<file path="src/rtl/fall_lane_engine.sv">
// fall_lane_engine: multi-lane falling-character game core (spawn, tick, key hit, miss, score); optional MISS_PENALTY_EN docks a point on unmatched keys
module fall_lane_engine #(
  parameter int LANES = 8,
  parameter int Y_W = 10,
  parameter int SPD_W = 3,
  parameter int LOWER_BOUND = 480,
  parameter int SCORE_W = 8,
  localparam int LW = $clog2(LANES)
) (
  input  logic               clk,
  input  logic               rst,
  input  logic               start,
  input  logic               tick,
  input  logic               spawn_valid,
  output logic               spawn_ready,
  input  logic [LW-1:0]      spawn_lane,
  input  logic [7:0]         spawn_char,
  input  logic [Y_W-1:0]     spawn_y,
  input  logic [SPD_W-1:0]   spawn_speed,
  input  logic               key_valid,
  input  logic [7:0]         key_ascii,
  input  logic [LW-1:0]      rd_lane,
  output logic               rd_active,
  output logic [7:0]         rd_char,
  output logic [Y_W-1:0]     rd_y,
  output logic [1:0]         state,
  output logic [SCORE_W-1:0] score,
  output logic               game_over,
  output logic               hit
);
  typedef enum logic [1:0] {S_WEL = 2'd0, S_PLAY = 2'd1, S_END = 2'd2} st_e;
  st_e state_q, state_d;
  logic [LANES-1:0] act_q, act_d;
  logic [7:0] chr_q [LANES];
  logic [7:0] chr_d [LANES];
  logic [Y_W-1:0] y_q [LANES];
  logic [Y_W-1:0] y_d [LANES];
  logic [Y_W-1:0] y_t [LANES];
  logic [SPD_W-1:0] spd_q [LANES];
  logic [SPD_W-1:0] spd_d [LANES];
  logic [SCORE_W-1:0] score_q, score_d;
  logic go_q, go_d, hit_q, hit_d, rd_act_q;
  logic [7:0] rd_chr_q;
  logic [Y_W-1:0] rd_y_q;
  logic found, rem, miss;
  logic [LW-1:0] best;
  logic [Y_W-1:0] best_y;
  function automatic logic [Y_W-1:0] sat_add(input logic [Y_W-1:0] a, input logic [SPD_W-1:0] b);
    logic [Y_W:0] s;
    s = {1'b0, a} + (Y_W+1)'(b);
    return s[Y_W] ? '1 : s[Y_W-1:0];
  endfunction
  assign spawn_ready = state_q == S_PLAY && 32'(spawn_lane) < LANES && !act_q[spawn_lane];
  always_comb begin
    found = 1'b0;
    best = '0;
    best_y = '0;
    for (int i = 0; i < LANES; i++) begin
      y_t[i] = sat_add(y_q[i], spd_q[i]);
      if (act_q[i] && chr_q[i] == key_ascii && (!found || y_q[i] > best_y)) begin
        found = 1'b1;
        best = LW'(i);
        best_y = y_q[i];
      end
    end
  end
  assign rem = key_valid && found;
  always_comb begin
    state_d = state_q;
    act_d = act_q;
    chr_d = chr_q;
    y_d = y_q;
    spd_d = spd_q;
    score_d = score_q;
    go_d = go_q;
    hit_d = 1'b0;
    miss = 1'b0;
    case (state_q)
      S_WEL: if (start) begin
        state_d = S_PLAY;
        act_d = '0;
        score_d = '0;
        go_d = 1'b0;
      end
      S_PLAY: begin
        for (int i = 0; i < LANES; i++) begin
          if (tick && act_q[i]) y_d[i] = y_t[i];
          // a lane being hit this cycle cannot also be missed
          if (tick && act_q[i] && !(rem && best == LW'(i)) && 32'(y_t[i]) >= LOWER_BOUND) miss = 1'b1;
        end
        if (rem) begin
          act_d[best] = 1'b0;
          hit_d = 1'b1;
          score_d = &score_q ? score_q : score_q + 1'b1;
        end
`ifdef MISS_PENALTY_EN
        else if (key_valid) score_d = score_q == '0 ? score_q : score_q - 1'b1;
`endif
        if (spawn_valid && spawn_ready) begin
          act_d[spawn_lane] = 1'b1;
          chr_d[spawn_lane] = spawn_char;
          y_d[spawn_lane] = spawn_y;
          spd_d[spawn_lane] = spawn_speed;
        end
        if (miss) begin
          state_d = S_END;
          go_d = 1'b1;
        end
      end
      S_END: if (start) state_d = S_WEL;
      default: state_d = S_WEL;
    endcase
  end
  always_ff @(posedge clk or posedge rst) begin
    if (rst) begin
      state_q <= S_WEL;
      act_q <= '0;
      for (int i = 0; i < LANES; i++) begin
        chr_q[i] <= '0;
        y_q[i] <= '0;
        spd_q[i] <= '0;
      end
      score_q <= '0;
      go_q <= 1'b0;
      hit_q <= 1'b0;
      rd_act_q <= 1'b0;
      rd_chr_q <= '0;
      rd_y_q <= '0;
    end else begin
      state_q <= state_d;
      act_q <= act_d;
      chr_q <= chr_d;
      y_q <= y_d;
      spd_q <= spd_d;
      score_q <= score_d;
      go_q <= go_d;
      hit_q <= hit_d;
      rd_act_q <= 32'(rd_lane) < LANES ? act_q[rd_lane] : 1'b0;
      rd_chr_q <= 32'(rd_lane) < LANES ? chr_q[rd_lane] : '0;
      rd_y_q <= 32'(rd_lane) < LANES ? y_q[rd_lane] : '0;
    end
  end
  assign state = state_q;
  assign score = score_q;
  assign game_over = go_q;
  assign hit = hit_q;
  assign rd_active = rd_act_q;
  assign rd_char = rd_chr_q;
  assign rd_y = rd_y_q;
endmodule

</file>
<file path="config.mk">
export PLATFORM = sky130hd
export DESIGN_NAME = fall_lane_engine
export DESIGN_NICKNAME = d
export VERILOG_FILES = /design/src/rtl/fall_lane_engine.sv
export SDC_FILE = /design/constraint.sdc
export NUM_CORES = 1
export LEC_CHECK = 0
export CAP_MARGIN = 30
export CORE_ASPECT_RATIO = 0.6
export CORE_MARGIN = 10
export CORE_UTILIZATION = 40
export DETAILED_ROUTE_END_ITERATION = 10
export GPL_TIMING_DRIVEN = 0
export HOLD_SLACK_MARGIN = 0.03
export PLACE_DENSITY = 0.69
export SYNTH_ARGS = -nofsm -noshare
export SYNTH_HDL_FRONTEND = slang
export SYNTH_SLANG_ARGS = --single-unit
</file>
<file path="constraint.sdc">
create_clock -name clk -period 20 [get_ports clk]
set_clock_uncertainty 0.05 [all_clocks]
set_input_delay 2 -clock clk [delete_from_list [all_inputs] [get_ports clk]]
set_output_delay 2 -clock clk [all_outputs]
set_load 0.02 [all_outputs]
</file>
-- Word-level counts from Yosys, hierarchy flattened
Index checks and enable logic that the tools add are counted.
- shift operators: 0
- multiply operators: 0
- magnitude comparators: 23
- equal/unequal tests: 22
- add/sub/neg operators: 9
- divide/modulo/power cells: 0
- muxes and demuxes: 96
- bitwise operators: 5
- reduce and logical (&&, ||, !) cells: 85
- operators by type and width (operator ; count):
    10-bit 2-to-1 mux ; 34
    10-bit by 3-bit adder with 11-bit output ; 8
    80-bit bitwise mux ; 1
    10-bit by 9-bit >= comparator with 1-bit output, second input constant ; 8
    80-bit 2-to-1 mux ; 1
    8-bit 2-to-1 mux ; 9
    10-bit > comparator ; 7
    64-bit bitwise mux ; 1
    8-bit equality test ; 8
    1-bit logical AND ; 53
    8-bit one-hot mux with 2 select lines ; 2
    10-bit binary-select mux with 3-bit select ; 1
    10-bit demux with 3-bit select ; 1
    1-bit 2-to-1 mux ; 26
    8-bit binary-select mux with 3-bit select ; 1
    24-bit bitwise mux ; 1
    8-bit demux with 3-bit select ; 1
    3-bit 2-to-1 mux ; 7
    1-bit zero test ; 16
    3-bit equality test, second input constant ; 4
    3-bit by 4-bit less-than comparator with 1-bit output, second input constant ; 3
    3-bit demux with 3-bit select ; 1
    8-bit by 1-bit adder with 8-bit output, second input constant ; 1
    8-bit bitwise AND ; 1
    other kinds (25) ; 44
- output and inout bits: 32
- memory bits (read-only): 0
- bits in writable memories: 0
- bits in latches: 0
- logic and storage cells: 272
- memories: 0
- register bits: 207
- bits of input ports: 41

-- Depth between registers and ports, before layout
- word-level depth: 47
- gate-level depth with buffers: 70
- mapped depth without buffers: 62

-- Least setup slack after synthesis
OpenSTA, ideal clock, no wires.
- path kind: input to register
- from: input port key_ascii[2]
- to: register state_q[1], in the netlist state[1]
- library setup time: 121 ps
- stages on the path: 67
- arrival time: 15532 ps
- slack: 4297 ps
- data required time: 19829 ps
- buffers on the path: 9
- cells stage by stage: buf_6 xnor2_1 nand4_1 nor3_2 buf_4 buf_2 nand2_1 ha_1 and4_1 o21ai_0 a31oi_1 o21ai_1 a21oi_1 mux2_2 ha_1 and3_1 o21ai_0 o211ai_1 (+31 left out) ha_1 nor2b_1 o21bai_1 a211o_1 a211o_1 a21boi_2 clkbuf_1 a21o_1 ha_1 a21oi_1 o21ai_0 a2111oi_0 or3b_2 nand4_1 nand4b_4 a2111oi_4 nand3_2 a22o_1
- word-level cells in the longest chain between the ends: 47
- elaborated cells between the ends (all ways): 118
- classes of those cells: 7 x order compare; 16 x eq/ne; 31 x mux; 64 x reduce/logical
- ends and longest elaborated chain (element ; RTL line ; RTL):
    start, declared ; 21 ; input logic [7:0] key_ascii,
    8-bit equality test ; 60 ; if (act_q[i] && chr_q[i] == key_ascii && (!found || y_q[i] > best_y)) begin
    1-bit logical AND ; 60 ;
    10-bit 2-to-1 mux / 1-bit 2-to-1 mux (equally long branches) ; 60 ;
    10-bit > comparator / 1-bit zero test (equally long branches) ; 60 ;
    1-bit logical OR ; 60 ;
    1-bit logical AND ; 60 ;
    10-bit 2-to-1 mux / 1-bit 2-to-1 mux (equally long branches) ; 60 ;
    10-bit > comparator / 1-bit zero test (equally long branches) ; 60 ;
    (+24 left out) ; -- ;
    1-bit logical AND ; 89 ; if (tick && act_q[i] && !(rem && best == LW'(i)) && 32'(y_t[i]) >= LOWER_BOUND) miss = 1'b1;
    1-bit zero test ; 89 ;
    1-bit logical AND (2 in series) ; 89 ;
    1-bit 2-to-1 mux (7 in series) ; 89 ;
    1-bit 2-to-1 mux (*) ; 89 ;
    1-bit 2-to-1 mux (*) ; 78 ; case (state_q)
    2-bit by 1-bit != test with 1-bit output (no source line) (*) ; -- ;
    3-bit AND reduction (no source line) (*) ; -- ;
    end signal, assigned ; 130 ; state_q <= state_d;
    end, declared ; 32 ; st_e state_q, state_d;
Every way passes the cells marked *; elsewhere a longest branch is shown, timed or not. The select of a mux whose other input is x is not followed.
A chain may end at the register's enable or synchronous reset.

-- Worst setup path after layout
Ends and elaborated chain as after synthesis.

==> summary by stage <==
Drt
The wire length reported by the detailed router is 66840 µm. For this block, the initial DRC count from the detailed router was 2547. The average detailed-routed wire length per instance is roughly 27 µm. The per-cell via count in the routed design is 6.342.

The detailed router placed 15910 vias in this run. For this run, design rule violations remaining after detail routing come to 0. In this run the remaining antenna-violating nets after routing total 0. The count of TritonRoute iterations in the first routing pass is 6.

Clocking
In this run, post-CTS repair resized a total of 0 instances. The number of clock buffers added by TritonCTS is 23. The number of buffers between clock root and the deepest sink is 3. The root buffer cell chosen for the clock tree is clkbuf_16. The H-tree depth is 1. The clock sink total is 207. TritonCTS built the clock tree. After clock tree synthesis, the clock-pin slew on the worst setup and hold paths is roughly 0.07 ns.

The number of buffers inserted by hold repair at cts is 0. The number of buffers added for setup after CTS is 0. The clock insertion delay at the later pin of the skew report is 0.56 ns.

Yosys
The number of nets in the synthesized netlist is just over 2000. The share of synthesized area occupied by flip-flops and latches is 0.3240. The async set-or-reset flop fraction in the synthesized netlist is 1.000.

Sorting the synthesized cells by how often they occur yields nand2_1, dfrtp_1, a21oi_1. In the synthesized netlist, the number of instances is between 1500 and 2000. The synthesized area is 0.01599 mm².

The area share of the largest cell type after synthesis is 0.3240. The register bit total from synthesis is 207. The cell accounting for the most synthesized area is dfrtp_1. The number of synthesized flops with an enable pin is 0. By area the synthesized netlist is led by dfrtp_1, nand2_1, ha_1. The synthesized area per cell is ~8.5 µm².

Counting distinct cell types in the post-synthesis netlist gives 88. The most frequently used flop master after synthesis is dfrtp_1. During synthesis, Yosys emitted a total of 0 warnings.

The dominant cell by count in the synthesized netlist is nand2_1.

Place
OpenSTA, run right after detailed placement, puts the worst setup slack at 0.5617 ns. After detailed placement, the total cell area comes to ~0.017 mm². Detailed placement finished with a half-perimeter wire length of between 50000 and 60000 µm.

The final RePlAce weighted congestion is roughly 1.0. Buffers placed on the I/O ports in this run total 42.

STA
Subtracting the final worst setup slack from the clock period gives between 15 and 20 ns. Of the available clock period, the critical path in the final layout requires 0.9496. In this run the tightest slew margin relative to its limit is 0.2164. The number of max-slew violations in the final report is 0. The number of endpoints failing setup at the final stage is 0. Setup repair after global routing left no endpoint under its margin. The fmax is 52.65 MHz. After routing, the total negative slack on setup checks comes to 0 ns. Across all setup checks in the final design, the least slack found is 1.008 ns. The total count of hold-check failures in the final report was 0. The transition time of the tightest slew-check pin is roughly 1.2 ns.

Setup path
For the worst setup path, the data required time is 20.40 ns. The critical path's slowest cell is or4_4. The endpoint arrival time on the critical path is 19.39 ns.

The biggest fanout along the worst timing path is 10. STA classifies the critical path startpoint as a primary input. On the worst path, the slowest cell contributes a delay of 0.63 ns. The endpoint kind of the worst setup timing path is a register.

The worst setup path is of the in -> reg kind. The most frequent cell on the critical path is ha_1.

GRT
The pin count of the biggest net entering global routing is 118. The via count of the first global-routing pass is about 15000. The total congestion overflow after global routing is 0. For this run, the total global-route usage over all layers was measured as 0.2630. The initial antenna violation count is 0.

The wire length of the first global-routing pass is 97840 µm.

Power
The highest ir drop seen on vdd is just under 0.00008 V. In this run the static leakage power is between 7 and 8 nW. The power density over cell area is 150.0 mW/mm². The switching share of power is 0.4841. Cell internal power was estimated by the tool at 0.001394 W. The total design power is 0.002703 W. In this run the power spent charging and discharging nets is roughly 0.0013 W.

The portion of total power attributed to sequential cells is 0.338. Of the total power, combinational logic draws 0.495. Of the total power, the clock network draws 0.167.

Hold path
The classification of the worst-slack hold path is reg -> reg.

Finish
The net count of the finished layout is around 2100. The share of cells above drive strength 1 is 0.1017. Fill cells in the final layout number 3872.

The area growth from synthesis to final layout is 12.72%. For this run, the share of the core covered by cells in the final layout is 0.4593. After routing the design area is 0.01802 mm².

Status
The run finished with clean final reports.

Die
The die extent in x is 278.1 µm. The floorplan step set the die height to 174.9 µm. The core region is 0.03924 mm². The initial core utilization is 0.4075.

In this run the count of I/O pins placed on the die edge is 73. The number of placement rows is 56. The area enclosed by the die boundary is ~0.05 mm².

Job
The total of max-cap violations is 0.
## worst max-delay path, delay by kind of cell
kind                       cells  cell delay (ns)
xor gates and xnor gates       1             0.28
muxes                          1             0.45
AOI/OAI and AO/OA             30             7.78
buffers and inverters         10             2.84
adders and majority gates      7             2.15
and+or+nand+nor               19             3.85
## path summary, 6_finish.rpt
check	from	to	slack, ns	cells past startpoint
min	spd_q[2]	spd_q[2]	0.45	2
max in group asynchronous	rst	y_q[13]	16.92	3
min reg2reg	spd_q[2]	spd_q[2]	0.45	2
max reg2reg	chr_q[58]	state[1]	2.19	67
min in group asynchronous	rst	spd_q[22]	1.86	2
max	key_ascii[2]	state[1]	1.01	68
## kinds of logic (layout without fill, tap and decap cells)
logic type,count (synthesis),after routing,synth area share
flops,207,207,0.3240
other cells,0,1,0
xor+xnor,82,82,0.04492
mux,74,74,0.07966
compound gates,477,477,0.1978
fa+ha+maj,103,103,0.08436
buf+inv,186,281,0.05227
simple gates,762,762,0.2170
## state kept, by name, indices dropped and copies added (netlist names)
register,cells
rd_char,8
rd_active,1
chr_q,64
act_q,8
rd_y,10
hit,1
score,8
spd_q,24
state,2
game_over,1
y_q,80
## cell usage in the layout (no fill, tap or decap), drive strengths merged, types with 12 or more instances in the layout
cell type        n
mux2            26
buf             57
and2            15
a21o            30
or2             15
dfrtp          207
nand3           49
o22ai           55
a31oi           16
nor2           127
and3            12
or3             18
clkbuf         109
nand2          397
ha              95
nand4           28
inv             62
clkdlybuf4s50   42
o21a            16
nor3            43
xor2            21
mux4            40
xnor2           61
o211ai          22
o21ai           88
a21oi          137
a211oi          29
nor2b           20
## layer usage
metal,vias up,global-route usage,wire [µm]
met2,1143,0.3459,25640
met5,-,0,0
met1,7688,0.3866,29100
met4,0,0.07499,1920
li1,6939,-,-
met3,142,0.09833,10180
## power groups by stage
stage | combinational, W | clock [W] | sequential (W)
floorplan | 0.000874 | 0 | 0.000794
global placement | 0.00123 | 0 | 0.000894
detailed placement | 0.00128 | 0 | 0.000897
CTS | 0.00129 | 0.000454 | 0.000891
global route | 0.00146 | 0.000472 | 0.000922
finish | 0.00134 | 0.000453 | 0.000913
## cell type report
cell class | count | area (µm²) | area share
Tap cell | 522 | 653.1 | 0.03624
Buffer | 126 | 611.8 | 0.03395
Timing Repair Buffer | 55 | 599.3 | 0.03325
Clock buffer | 27 | 630.6 | 0.03499
Multi-Input combinational cell | 1498 | 9983 | 0.5539
Inverter | 60 | 232.7 | 0.01291
Sequential cell | 207 | 5180 | 0.2874
Antenna cell | 1 | 2.502 | 0.0001388
Clock inverter | 13 | 130.1 | 0.007220
## through the flow
step,cells,hold WS [ns]
after global placement,2455,0.4202
after detailed placement,2464,0.4325
final,2509,0.4511
after global routing,2508,0.4746
after CTS,2504,0.4471
after floorplan,1891,0.3998
(Power assumes the default switching activity.)
